--- config.mk ---
export PLATFORM = sky130hd
export DESIGN_NAME = nco_sweep_ctrl
export DESIGN_NICKNAME = d
export VERILOG_FILES = /design/src/rtl/nco_sweep_ctrl.sv
export SDC_FILE = /design/constraint.sdc
export NUM_CORES = 1
export LEC_CHECK = 0
export ABC_AREA = 0
export CAP_MARGIN = 20
export CORE_MARGIN = 2
export CORE_UTILIZATION = 40
export CTS_BUF_LIST = sky130_fd_sc_hd__clkbuf_2
export CTS_CLUSTER_DIAMETER = 200
export DETAILED_ROUTE_END_ITERATION = 10
export SLEW_MARGIN = 0
export SYNTH_ARGS = -nofsm -noshare
export SYNTH_HDL_FRONTEND = slang
export SYNTH_SLANG_ARGS = --single-unit
--- constraint.sdc ---
create_clock -name clk -period 5.1 [get_ports clk]
set_input_delay 1.02 -clock clk [delete_from_list [all_inputs] [get_ports clk]]
set_output_delay 1.02 -clock clk [all_outputs]
set_load 0.05 [all_outputs]
--- src/rtl/nco_sweep_ctrl.sv ---
// -----------------------------------------------------------------------------
// nco_sweep_ctrl
//   Sequencing controller for one NCO instance. Steps the NCO phase increment
//   from a start value towards a stop value, holding each step for a
//   programmable dwell. Each NCO output sample is tagged with the step it
//   belongs to, so capture logic can drop samples still in the NCO pipeline
//   from the previous step.
//
//   Parameters
//     APR      phase-increment width
//     DW       dwell counter width
//     SW       step-index width
//     NCO_LAT  NCO latency in clken cycles
//
//   Ports
//     clk, reset_n            clock, async active-low reset
//     start, abort, pause     sweep control (abort > pause > start)
//     cfg_start_inc/stop_inc  sweep bounds, latched at start
//     cfg_step, cfg_dwell     step size (0 = single step), dwell (0 = 1)
//     nco_out_valid           NCO out_valid
//     nco_phi_inc, nco_clken  NCO drive
//     busy, done, aborted     status (done/aborted are one-cycle pulses)
//     step_idx                step currently being driven
//     samp_valid, samp_idx    tag of the NCO output sample in this cycle
//
//   Build option
//     NCO_SWEEP_BIDIR_EN  when defined, the sweep turns round at the top and
//                         steps back down to the start value before flushing.
// -----------------------------------------------------------------------------
module nco_sweep_ctrl #(
  parameter int APR     = 8,
  parameter int DW      = 16,
  parameter int SW      = 8,
  parameter int NCO_LAT = 9
) (
  input  logic           clk,
  input  logic           reset_n,
  input  logic           start,
  input  logic           abort,
  input  logic           pause,
  input  logic [APR-1:0] cfg_start_inc,
  input  logic [APR-1:0] cfg_stop_inc,
  input  logic [APR-1:0] cfg_step,
  input  logic [DW-1:0]  cfg_dwell,
  input  logic           nco_out_valid,
  output logic [APR-1:0] nco_phi_inc,
  output logic           nco_clken,
  output logic           busy,
  output logic           done,
  output logic           aborted,
  output logic [SW-1:0]  step_idx,
  output logic           samp_valid,
  output logic [SW-1:0]  samp_idx
);

  localparam int              FW         = (NCO_LAT > 1) ? $clog2(NCO_LAT) : 1;
  localparam logic [FW-1:0]   FLUSH_LOAD = FW'(NCO_LAT - 1);
  localparam logic [FW-1:0]   FLUSH_ONE  = FW'(1);
  localparam logic [DW-1:0]   DWELL_ONE  = DW'(1);
  localparam logic [SW-1:0]   IDX_ONE    = SW'(1);

  typedef enum logic [1:0] {
    S_IDLE  = 2'd0,
    S_PRIME = 2'd1,
    S_RUN   = 2'd2,
    S_FLUSH = 2'd3
  } state_e;

  state_e                     state_q, state_d;
  logic [APR-1:0]             phi_q, phi_d;
  logic [SW-1:0]              idx_q, idx_d;
  logic [DW-1:0]              dwell_cnt_q, dwell_cnt_d;
  logic [FW-1:0]              flush_cnt_q, flush_cnt_d;
  logic [APR-1:0]             stop_q, stop_d;
  logic [APR-1:0]             step_q, step_d;
  logic [DW-1:0]              dwell_q, dwell_d;
  logic                       done_q, done_d;
  logic                       aborted_q, aborted_d;
  logic                       busy_q;
  // Tag delay line: bit SW is "issued during RUN", low bits are the step index.
  logic [NCO_LAT-1:0][SW:0]   dl_q, dl_d;
`ifdef NCO_SWEEP_BIDIR_EN
  logic                       dir_q, dir_d;      // 1 = stepping down
  logic [APR-1:0]             start_q, start_d;
  logic [APR:0]               nxt_dn_s;
  logic                       dn_end_s;
`endif

  logic                       clken_s;
  logic [APR:0]               nxt_up_s;
  logic                       up_end_s;
  logic [DW-1:0]              dwell_load_s;

  // Any active state runs the NCO unless paused; pause freezes everything.
  assign clken_s      = (state_q != S_IDLE) & ~pause;
  assign nxt_up_s     = {1'b0, phi_q} + {1'b0, step_q};
  assign up_end_s     = nxt_up_s[APR] | (nxt_up_s[APR-1:0] > stop_q) | (step_q == {APR{1'b0}});
  // Dwell 0 behaves as dwell 1; the counter runs down to zero inclusive.
  assign dwell_load_s = (dwell_q == {DW{1'b0}}) ? {DW{1'b0}} : (dwell_q - DWELL_ONE);
`ifdef NCO_SWEEP_BIDIR_EN
  assign nxt_dn_s     = {1'b0, phi_q} - {1'b0, step_q};
  assign dn_end_s     = nxt_dn_s[APR] | (nxt_dn_s[APR-1:0] < start_q) | (step_q == {APR{1'b0}});
`endif

  // Next-state, counter, tag delay-line and status-pulse logic.
  always_comb begin
    state_d     = state_q;
    phi_d       = phi_q;
    idx_d       = idx_q;
    dwell_cnt_d = dwell_cnt_q;
    flush_cnt_d = flush_cnt_q;
    stop_d      = stop_q;
    step_d      = step_q;
    dwell_d     = dwell_q;
    done_d      = 1'b0;
    aborted_d   = 1'b0;
    dl_d        = dl_q;
`ifdef NCO_SWEEP_BIDIR_EN
    dir_d       = dir_q;
    start_d     = start_q;
`endif
    if (abort) begin
      state_d   = S_IDLE;
      aborted_d = 1'b1;
      dl_d      = {(NCO_LAT * (SW + 1)){1'b0}};
    end else if (clken_s) begin
      for (int i = NCO_LAT - 1; i > 0; i--) begin
        dl_d[i] = dl_q[i-1];
      end
      dl_d[0] = {(state_q == S_RUN), idx_q};
      case (state_q)
        S_PRIME: begin
          if (nco_out_valid) begin
            state_d     = S_RUN;
            dwell_cnt_d = dwell_load_s;
          end else begin
            state_d = S_PRIME;
          end
        end
        S_RUN: begin
          if (dwell_cnt_q == {DW{1'b0}}) begin
            dwell_cnt_d = dwell_load_s;
`ifdef NCO_SWEEP_BIDIR_EN
            if (!dir_q && !up_end_s) begin
              phi_d = nxt_up_s[APR-1:0];
              idx_d = idx_q + IDX_ONE;
            end else if (!dn_end_s) begin
              // Turn-round step is taken immediately from the top value.
              dir_d = 1'b1;
              phi_d = nxt_dn_s[APR-1:0];
              idx_d = idx_q + IDX_ONE;
            end else begin
              state_d     = S_FLUSH;
              flush_cnt_d = FLUSH_LOAD;
            end
`else
            if (!up_end_s) begin
              phi_d = nxt_up_s[APR-1:0];
              idx_d = idx_q + IDX_ONE;
            end else begin
              state_d     = S_FLUSH;
              flush_cnt_d = FLUSH_LOAD;
            end
`endif
          end else begin
            dwell_cnt_d = dwell_cnt_q - DWELL_ONE;
          end
        end
        S_FLUSH: begin
          if (flush_cnt_q == {FW{1'b0}}) begin
            state_d = S_IDLE;
            done_d  = 1'b1;
          end else begin
            flush_cnt_d = flush_cnt_q - FLUSH_ONE;
          end
        end
        default: begin
          state_d = S_IDLE;
        end
      endcase
    end else if ((state_q == S_IDLE) && start) begin
      state_d = S_PRIME;
      phi_d   = cfg_start_inc;
      idx_d   = {SW{1'b0}};
      stop_d  = cfg_stop_inc;
      step_d  = cfg_step;
      dwell_d = cfg_dwell;
`ifdef NCO_SWEEP_BIDIR_EN
      dir_d   = 1'b0;
      start_d = cfg_start_inc;
`endif
    end else begin
      state_d = state_q;
    end
  end

  // State and datapath registers.
  always_ff @(posedge clk or negedge reset_n) begin
    if (!reset_n) begin
      state_q     <= S_IDLE;
      phi_q       <= {APR{1'b0}};
      idx_q       <= {SW{1'b0}};
      dwell_cnt_q <= {DW{1'b0}};
      flush_cnt_q <= {FW{1'b0}};
      stop_q      <= {APR{1'b0}};
      step_q      <= {APR{1'b0}};
      dwell_q     <= {DW{1'b0}};
      done_q      <= 1'b0;
      aborted_q   <= 1'b0;
      busy_q      <= 1'b0;
      dl_q        <= {(NCO_LAT * (SW + 1)){1'b0}};
`ifdef NCO_SWEEP_BIDIR_EN
      dir_q       <= 1'b0;
      start_q     <= {APR{1'b0}};
`endif
    end else begin
      state_q     <= state_d;
      phi_q       <= phi_d;
      idx_q       <= idx_d;
      dwell_cnt_q <= dwell_cnt_d;
      flush_cnt_q <= flush_cnt_d;
      stop_q      <= stop_d;
      step_q      <= step_d;
      dwell_q     <= dwell_d;
      done_q      <= done_d;
      aborted_q   <= aborted_d;
      busy_q      <= (state_d != S_IDLE);
      dl_q        <= dl_d;
`ifdef NCO_SWEEP_BIDIR_EN
      dir_q       <= dir_d;
      start_q     <= start_d;
`endif
    end
  end

  assign nco_phi_inc = phi_q;
  assign nco_clken   = clken_s;
  assign busy        = busy_q;
  assign done        = done_q;
  assign aborted     = aborted_q;
  assign step_idx    = idx_q;
  assign samp_idx    = dl_q[NCO_LAT-1][SW-1:0];
  assign samp_valid  = dl_q[NCO_LAT-1][SW] & nco_out_valid & clken_s;

endmodule

==> results.yml, run 1 <==
outcome:
  status: "finished, final reports clean"
clock_tree:
  clockBufferDepth: 2
  cts_made_buffers: 17
  clkTransAtPathRegs_ps: 250
  worst_skew_pair.late_latency_ps: 730
  cts_resized: 0
  h_tree_lvls: 4
  clockRootBuffer: "sky130_fd_sc_hd__clkbuf_2"
  tritoncts_clock_tree: "built"
  num_clock_sinks: 154
  post-cts-setup-buffer-count: 0
  postCtsHoldBufs: 0
synth:
  postSynthCellCount: 815
  synth_edf_count: 0
  proportion_of_netlist_area_held_by_the_largest_area_contributor: 0.510
  postSynthRegisterBits: 154
  ys_types: 64
  synth_seq_area_share: 0.510
  yosysWarnings: 0
  synthesis.area_mm2: 0.00756
  dominantRegCellSynth: "sky130_fd_sc_hd__dfrtp_1"
  synth_async_sr_flop_share: 1.00
  post-synth-top-area-cell: "sky130_fd_sc_hd__dfrtp_1"
  syn_avg_cell_area_um2: 9.28
  synthesis.nets: 883
  synth_top_cells_by_area: "sky130_fd_sc_hd__dfrtp_1 51%, sky130_fd_sc_hd__nand2_1 9.7%, sky130_fd_sc_hd__a21oi_1 7.6%"
floorplan:
  floorplan.rows: 50
  effective_utilization_at_floorplan: 0.406
  core_area_mm2: 0.0186
  die-width_um: 141
  dieArea_mm2: 0.0200
  fp.dieH_um: 141
  top_level_ports: 75
final_layout:
  multiInputGateArea_mm2: 0.00339
  most_common_cell_after_layout_fill_and_taps_aside: "sky130_fd_sc_hd__nand2_1"
  final_cell_mix: "196 x sky130_fd_sc_hd__nand2_1, 154 x sky130_fd_sc_hd__dfrtp_1, 115 x sky130_fd_sc_hd__a21oi_1"
  final_util: 0.466
  area_growth_syn_to_layout_pct: 15.0
  nNetsFinal: 930
  num-fill-cells: 1842
  final-seq-area_mm2: 0.00385
  layout-drive-gt1-share: 0.103
  stdcell_count: 1110
flow_run:
  maxCapViolCount: 0
drt:
  detail_route.wirelength_mm: 16.0
  drc: 0
  antenna_left: 0
  vias_per_cell: 5.19
  drt_pass1_iterations: 7
  num_vias: 5765
  drt_iter0_drc: 345
  detail_route.wl_per_cell_um: 14.4
setup_path:
  path_class: "reg2reg"
  critical-path-slowest-cell: "sky130_fd_sc_hd__or4_1"
  timing.critical_path.arrival_ps: 4650
  cell_by_cell_trace_of_the_critical_path: "ha_1 -> fa_1 -> a21o_1 -> a21oi_1 -> o21ai_0 -> xor2_1 -> ha_1 -> o21ai_0 -> nor2_1 -> o22a_1 -> o31a_1 -> or4_1 -> mux2_1"
  timing.critical_path.buf_inv: 0
  critPathRequiredTime_ps: 5730
  worst_setup_path_start_kind: "flop"
  critical-path-max-stage-delay_ps: 580
  endpoint_kind: "flop"
  critical_path.max_fanout: 14
  kind_of_cell_adding_the_most_delay_to_the_critical_path: "compound AO/OA/AOI/OAI gates"
power_and_ir_drop:
  fin_total_pwr_w: 0.00346
  power.density_mw_per_mm2: 398
  pleak_nw: 3.56
  peakVddDrop_v: 0.000258
worst_hold_path:
  min_path_type: "in2async"
place:
  gp_routability_congestion: 0.845
  dp.cells: 1076
  placement_setup_slack_ps: 1100
  port-buffer-count: 74
  detailed_place_hpwl_mm: 10.4
global_routing:
  grt_remaining_overflow: 0
  grt_pass1_vias: 5510
  antenna_violations_before_repair: 1
  grt_start_max_net_pins: 103
  global_route_total_usage_across_every_layer: 0.170
  grt_pass1_wl_mm: 27.5
timing:
  max_slew_margin: 0.372
  fin_skew_ps: 40.2
  timing.final.setup_violations: 0
  rsz0062_at_grt: "no"
  final_critical_period_ps: 4020
  achievable-frequency_ghz: 0.249
  worst_slew_pin_slew_ps: 942
  hold_viol_final: 0
  post_route_setup_tns_ps: 0
  report.final.slew_viol_count: 0
  post-route-period-util: 0.788
  layout_setup_ws_ps: 1080
## metrics by stage
step                      hold WS [ps]  instance area [um^2]
after detailed placement           492                  8420
after floorplan                    463                  7560
after CTS                          338                  8680
final                              353                  8690
after global routing               345                  8690
after global placement             495                  8420
## cell families (layout without fill, tap and decap cells)
family | count (synthesis) | after routing | synth area share
AOI/OAI and AO/OA | 201 | 201 | 0.153
xor gates and xnor gates | 16 | 16 | 0.0185
adders and majority gates | 22 | 22 | 0.0374
buffers and inverters | 78 | 138 | 0.0435
DFF | 154 | 154 | 0.510
muxes | 38 | 38 | 0.0556
other | 0 | 1 | 0
and+or+nand+nor | 306 | 306 | 0.183
## worst paths after layout
kind                            cells after the start  slack (ps)                        from                    endpoint
max in group asynchronous                           2        3880                     reset_n        state_q[1]$_DFF_PN0_
worst max-delay path                               13        1080  nco_phi_inc[0]$_DFFE_PN0P_     step_idx[6]$_DFFE_PN0P_
worst max register to register                     13        1080  nco_phi_inc[0]$_DFFE_PN0P_     step_idx[6]$_DFFE_PN0P_
worst min-delay path                                1         350                     reset_n  nco_phi_inc[7]$_DFFE_PN0P_
min in group clk                                    2         510        dl_q[58]$_DFFE_PN0P_        dl_q[67]$_DFFE_PN0P_
worst min register to register                      2         510        dl_q[58]$_DFFE_PN0P_        dl_q[67]$_DFFE_PN0P_
## Yosys cell counts, types with 2 or more instances
master                     instances
sky130_fd_sc_hd__a211oi_1          3
sky130_fd_sc_hd__a21boi_0          2
sky130_fd_sc_hd__a21o_1            2
sky130_fd_sc_hd__a21oi_1         115
sky130_fd_sc_hd__a221o_1           2
sky130_fd_sc_hd__a221oi_1          3
sky130_fd_sc_hd__a22o_1            3
sky130_fd_sc_hd__and3_1            2
sky130_fd_sc_hd__buf_1             9
sky130_fd_sc_hd__buf_2             5
sky130_fd_sc_hd__buf_4             8
sky130_fd_sc_hd__clkbuf_1         33
sky130_fd_sc_hd__dfrtp_1         154
sky130_fd_sc_hd__ha_1             21
sky130_fd_sc_hd__inv_1            23
sky130_fd_sc_hd__mux2_1            2
sky130_fd_sc_hd__mux2_2           30
sky130_fd_sc_hd__mux2i_1           6
sky130_fd_sc_hd__nand2_1         196
sky130_fd_sc_hd__nand3_1           9
sky130_fd_sc_hd__nand3b_1          2
sky130_fd_sc_hd__nand4_1           5
sky130_fd_sc_hd__nor2_1           33
sky130_fd_sc_hd__nor2b_1           6
sky130_fd_sc_hd__nor3_1           15
sky130_fd_sc_hd__nor4_1           11
sky130_fd_sc_hd__nor4_2            2
sky130_fd_sc_hd__o211ai_1          2
sky130_fd_sc_hd__o21ai_0          38
sky130_fd_sc_hd__o21ai_1           2
sky130_fd_sc_hd__o22ai_1           7
sky130_fd_sc_hd__o311ai_0          2
sky130_fd_sc_hd__o31ai_1           5
sky130_fd_sc_hd__o32a_1            2
sky130_fd_sc_hd__or2_2             4
sky130_fd_sc_hd__or3_1             3
sky130_fd_sc_hd__or3b_2            2
sky130_fd_sc_hd__or4_1             6
sky130_fd_sc_hd__xnor2_1           8
sky130_fd_sc_hd__xor2_1            8
## flip-flops by register name, summed over array words and instances (netlist names), 2 cells and up
register	cells
state_q	2
step_q	8
samp_idx	8
dl_q	73
step_idx	8
flush_cnt_q	4
dwell_cnt_q	16
nco_phi_inc	8
stop_q	8
dwell_q	16
## area by class of cell
| type | instances | area share |
|---|---|---|
| Sequential cell | 154 | 0.443 |
| Multi-Input combinational cell | 583 | 0.389 |
| Timing Repair Buffer | 83 | 0.0934 |
| Tap cell | 234 | 0.0337 |
| Clock inverter | 15 | 0.0203 |
| Inverter | 23 | 0.00993 |
| Clock buffer | 17 | 0.00979 |
| Antenna cell | 1 | 0.000288 |
## per-layer routing
layer  global-route usage  wire [um]
met3               0.0405        668
met1                0.254       8220
met5                    0          0
met4               0.0489        146
met2                0.244       6970
## report_power, final
| group | switching, W | internal [W] |
|---|---|---|
| registers | 0.000175 | 0.00138 |
| clock network | 0.000480 | 0.000244 |
| logic | 0.000687 | 0.000493 |
| total | 0.00134 | 0.00211 |
No activity file was read; power rests on OpenSTA's default activity.
==> run 2: changes to the inputs <==
==> constraint.sdc (replaced) <==
create_clock -name clk -period 4.05 [get_ports clk]
set_input_delay 0.81 -clock clk [delete_from_list [all_inputs] [get_ports clk]]
set_output_delay 0.81 -clock clk [all_outputs]
set_load 0.05 [all_outputs]
==> run 2 against run 1 <==
- cell area up 1.3%
- critical path depth did not move
- largest power group unchanged
- highest routed layer unchanged
- setup slack got worse by 840 ps
- critical path type unchanged
- total power increased by 28%
- register-to-register slack worse by 840 ps
- die area stayed put
- clock power is 27% higher
- critical endpoint unchanged
- cell count rose by 1.3%
- via count rose by 2.7%
==> results.yml, run 2 (synthesized netlist as in run 1, its figures left out) <==
global_routing:
  grt_remaining_overflow: 0
  grt_start_max_net_pins: 85
  grt_pass1_wl_mm: 28.2
  grt_pass1_vias: 5474
  antenna_violations_before_repair: 1
  global_route_total_usage_across_every_layer: 0.175
drt:
  antenna_left: 0
  num_vias: 5919
  vias_per_cell: 5.27
  drt_iter0_drc: 448
  detail_route.wl_per_cell_um: 14.8
  detail_route.wirelength_mm: 16.6
  drc: 0
  drt_pass1_iterations: 4
final_layout:
  final-seq-area_mm2: 0.00385
  flip_flop_count_of_the_largest_register_all_copies_and_words_added: 73
  nNetsFinal: 944
  multiInputGateArea_mm2: 0.00339
  final_cell_mix: "196 x sky130_fd_sc_hd__nand2_1, 154 x sky130_fd_sc_hd__dfrtp_1, 114 x sky130_fd_sc_hd__a21oi_1"
  area_growth_syn_to_layout_pct: 16.5
  layout-drive-gt1-share: 0.117
  reg_top3: "dl_q (73), dwell_cnt_q (16), dwell_q (16)"
  stdcell_count: 1124
  top_register: "dl_q"
  num-fill-cells: 1831
  most_common_cell_after_layout_fill_and_taps_aside: "sky130_fd_sc_hd__nand2_1"
clock_tree:
  clockRootBuffer: "sky130_fd_sc_hd__clkbuf_2"
  clkTransAtPathRegs_ps: 290
  cts_made_buffers: 17
  h_tree_lvls: 4
  num_clock_sinks: 154
  clockBufferDepth: 2
  tritoncts_clock_tree: "built"
  worst_skew_pair.late_latency_ps: 770
timing:
  final_critical_period_ps: 3810
  achievable-frequency_ghz: 0.263
  hold_viol_final: 0
  report.final.slew_viol_count: 0
  rsz0062_at_grt: "no"
  max_slew_margin: 0.421
  post_route_setup_tns_ps: 0
  fin_skew_ps: 39.1
  worst_slew_pin_slew_ps: 869
  post-route-period-util: 0.940
  timing.final.setup_violations: 0
power_and_ir_drop:
  pleak_nw: 3.63
  peakVddDrop_v: 0.000463
  power.density_mw_per_mm2: 504
setup_path:
  path_class: "reg2reg"
  worst_setup_path_start_kind: "flop"
  cell_by_cell_trace_of_the_critical_path: "ha_1 -> fa_1 -> a21o_1 -> a21oi_2 -> o21ai_0 -> xor2_1 -> ha_1 -> o21ai_1 -> nor2_1 -> o22a_1 -> o31a_1 -> or4_1 -> mux2_1"
  r2r_cells: 13
  endpoint_kind: "flop"
  critical_path.max_fanout: 5
  crit_top_cell: "sky130_fd_sc_hd__ha_1"
  critical-path-max-stage-delay_ps: 550
  critPathRequiredTime_ps: 4710
  timing.critical_path.arrival_ps: 4470
  critical-path-slowest-cell: "sky130_fd_sc_hd__or4_1"
flow_run:
  maxCapViolCount: 0
outcome:
  status: "finished, final reports clean"
floorplan:
  fp.dieH_um: 141
  core_area_mm2: 0.0186
  dieArea_mm2: 0.0200
  die-width_um: 141
  top_level_ports: 75
  floorplan.rows: 50
  effective_utilization_at_floorplan: 0.406
worst_hold_path:
  min_delay_path_depth: 2
  min_path_type: "in2reg"
place:
  port-buffer-count: 74
  gp_routability_congestion: 0.827
  detailed_place_hpwl_mm: 11.0
  dp.cells: 1085
## run 2: cell types whose count changed in the layout (fill, tap and decap cells not counted), sizes merged
cell	previous run	this run
clkinv	3	7
bufinv	2	0
clkinvlp	2	0
dlygate4sd3	0	1
buf	13	26
## run 2: timing repair
item	CTS	global route
resized for setup	0	2
endpoints found under the hold margin	3	0
endpoints found under the setup margin	0	9
buffers inserted	0	5
hold buffers	1	0
## run 2: report_power, final
part | switching, W | leakage [nW] | internal (W)
Sequential | 0.000218 | 2.02 | 0.00174
Combinational | 0.000895 | 1.45 | 0.000670
Clock | 0.000696 | 0.161 | 0.000225
## run 2: final timing paths
path	from	endpoint	slack, ps
max	step_q[0]$_DFFE_PN0P_	step_idx[6]$_DFFE_PN0P_	240
min	abort	done$_DFF_PN0_	310
max reg2reg	step_q[0]$_DFFE_PN0P_	step_idx[6]$_DFFE_PN0P_	240
min reg2reg	dl_q[51]$_DFFE_PN0P_	dl_q[60]$_DFFE_PN0P_	480
max in group asynchronous	reset_n	dwell_cnt_q[10]$_DFFE_PN0P_	2530
min in group asynchronous	reset_n	step_q[7]$_DFFE_PN0P_	620
## run 2: through the flow
stage	hold slack (ps)	area (um^2)	worst slack (ps)	utilization	total power [W]
after detailed placement	497	8480	75.6	0.455	0.00349
after floorplan	463	7560	158	-	0.00302
after global routing	209	8810	23.1	0.472	0.00479
final	307	8810	244	0.472	0.00444
after global placement	487	8480	173	0.455	0.00346
after CTS	217	8760	43.3	0.470	0.00443
## run 2: metal layers
metal  track usage  routed length, um
met3        0.0408                698
met4        0.0484                192
met1         0.264               8470
met5             0                  0
met2         0.253               7260
## run 2: layout make-up
type	count	share of cell area
tap	234	0.0332
multi-input combinational	583	0.385
timing repair buffer	97	0.103
clock inverter	15	0.0217
antenna	1	0.000284
clock buffer	17	0.00966
inverter	23	0.00980
sequential	154	0.438
## run 2: critical path: cells and delay by family (launching register included)
kind / cells / cell delay, ps
AOI/OAI and AO/OA: 6 / 1190
xor gates and xnor gates: 1 / 230
adders and majority gates: 3 / 930
DFF: 1 / 460
muxes: 1 / 330
and+or+nand+nor: 2 / 600
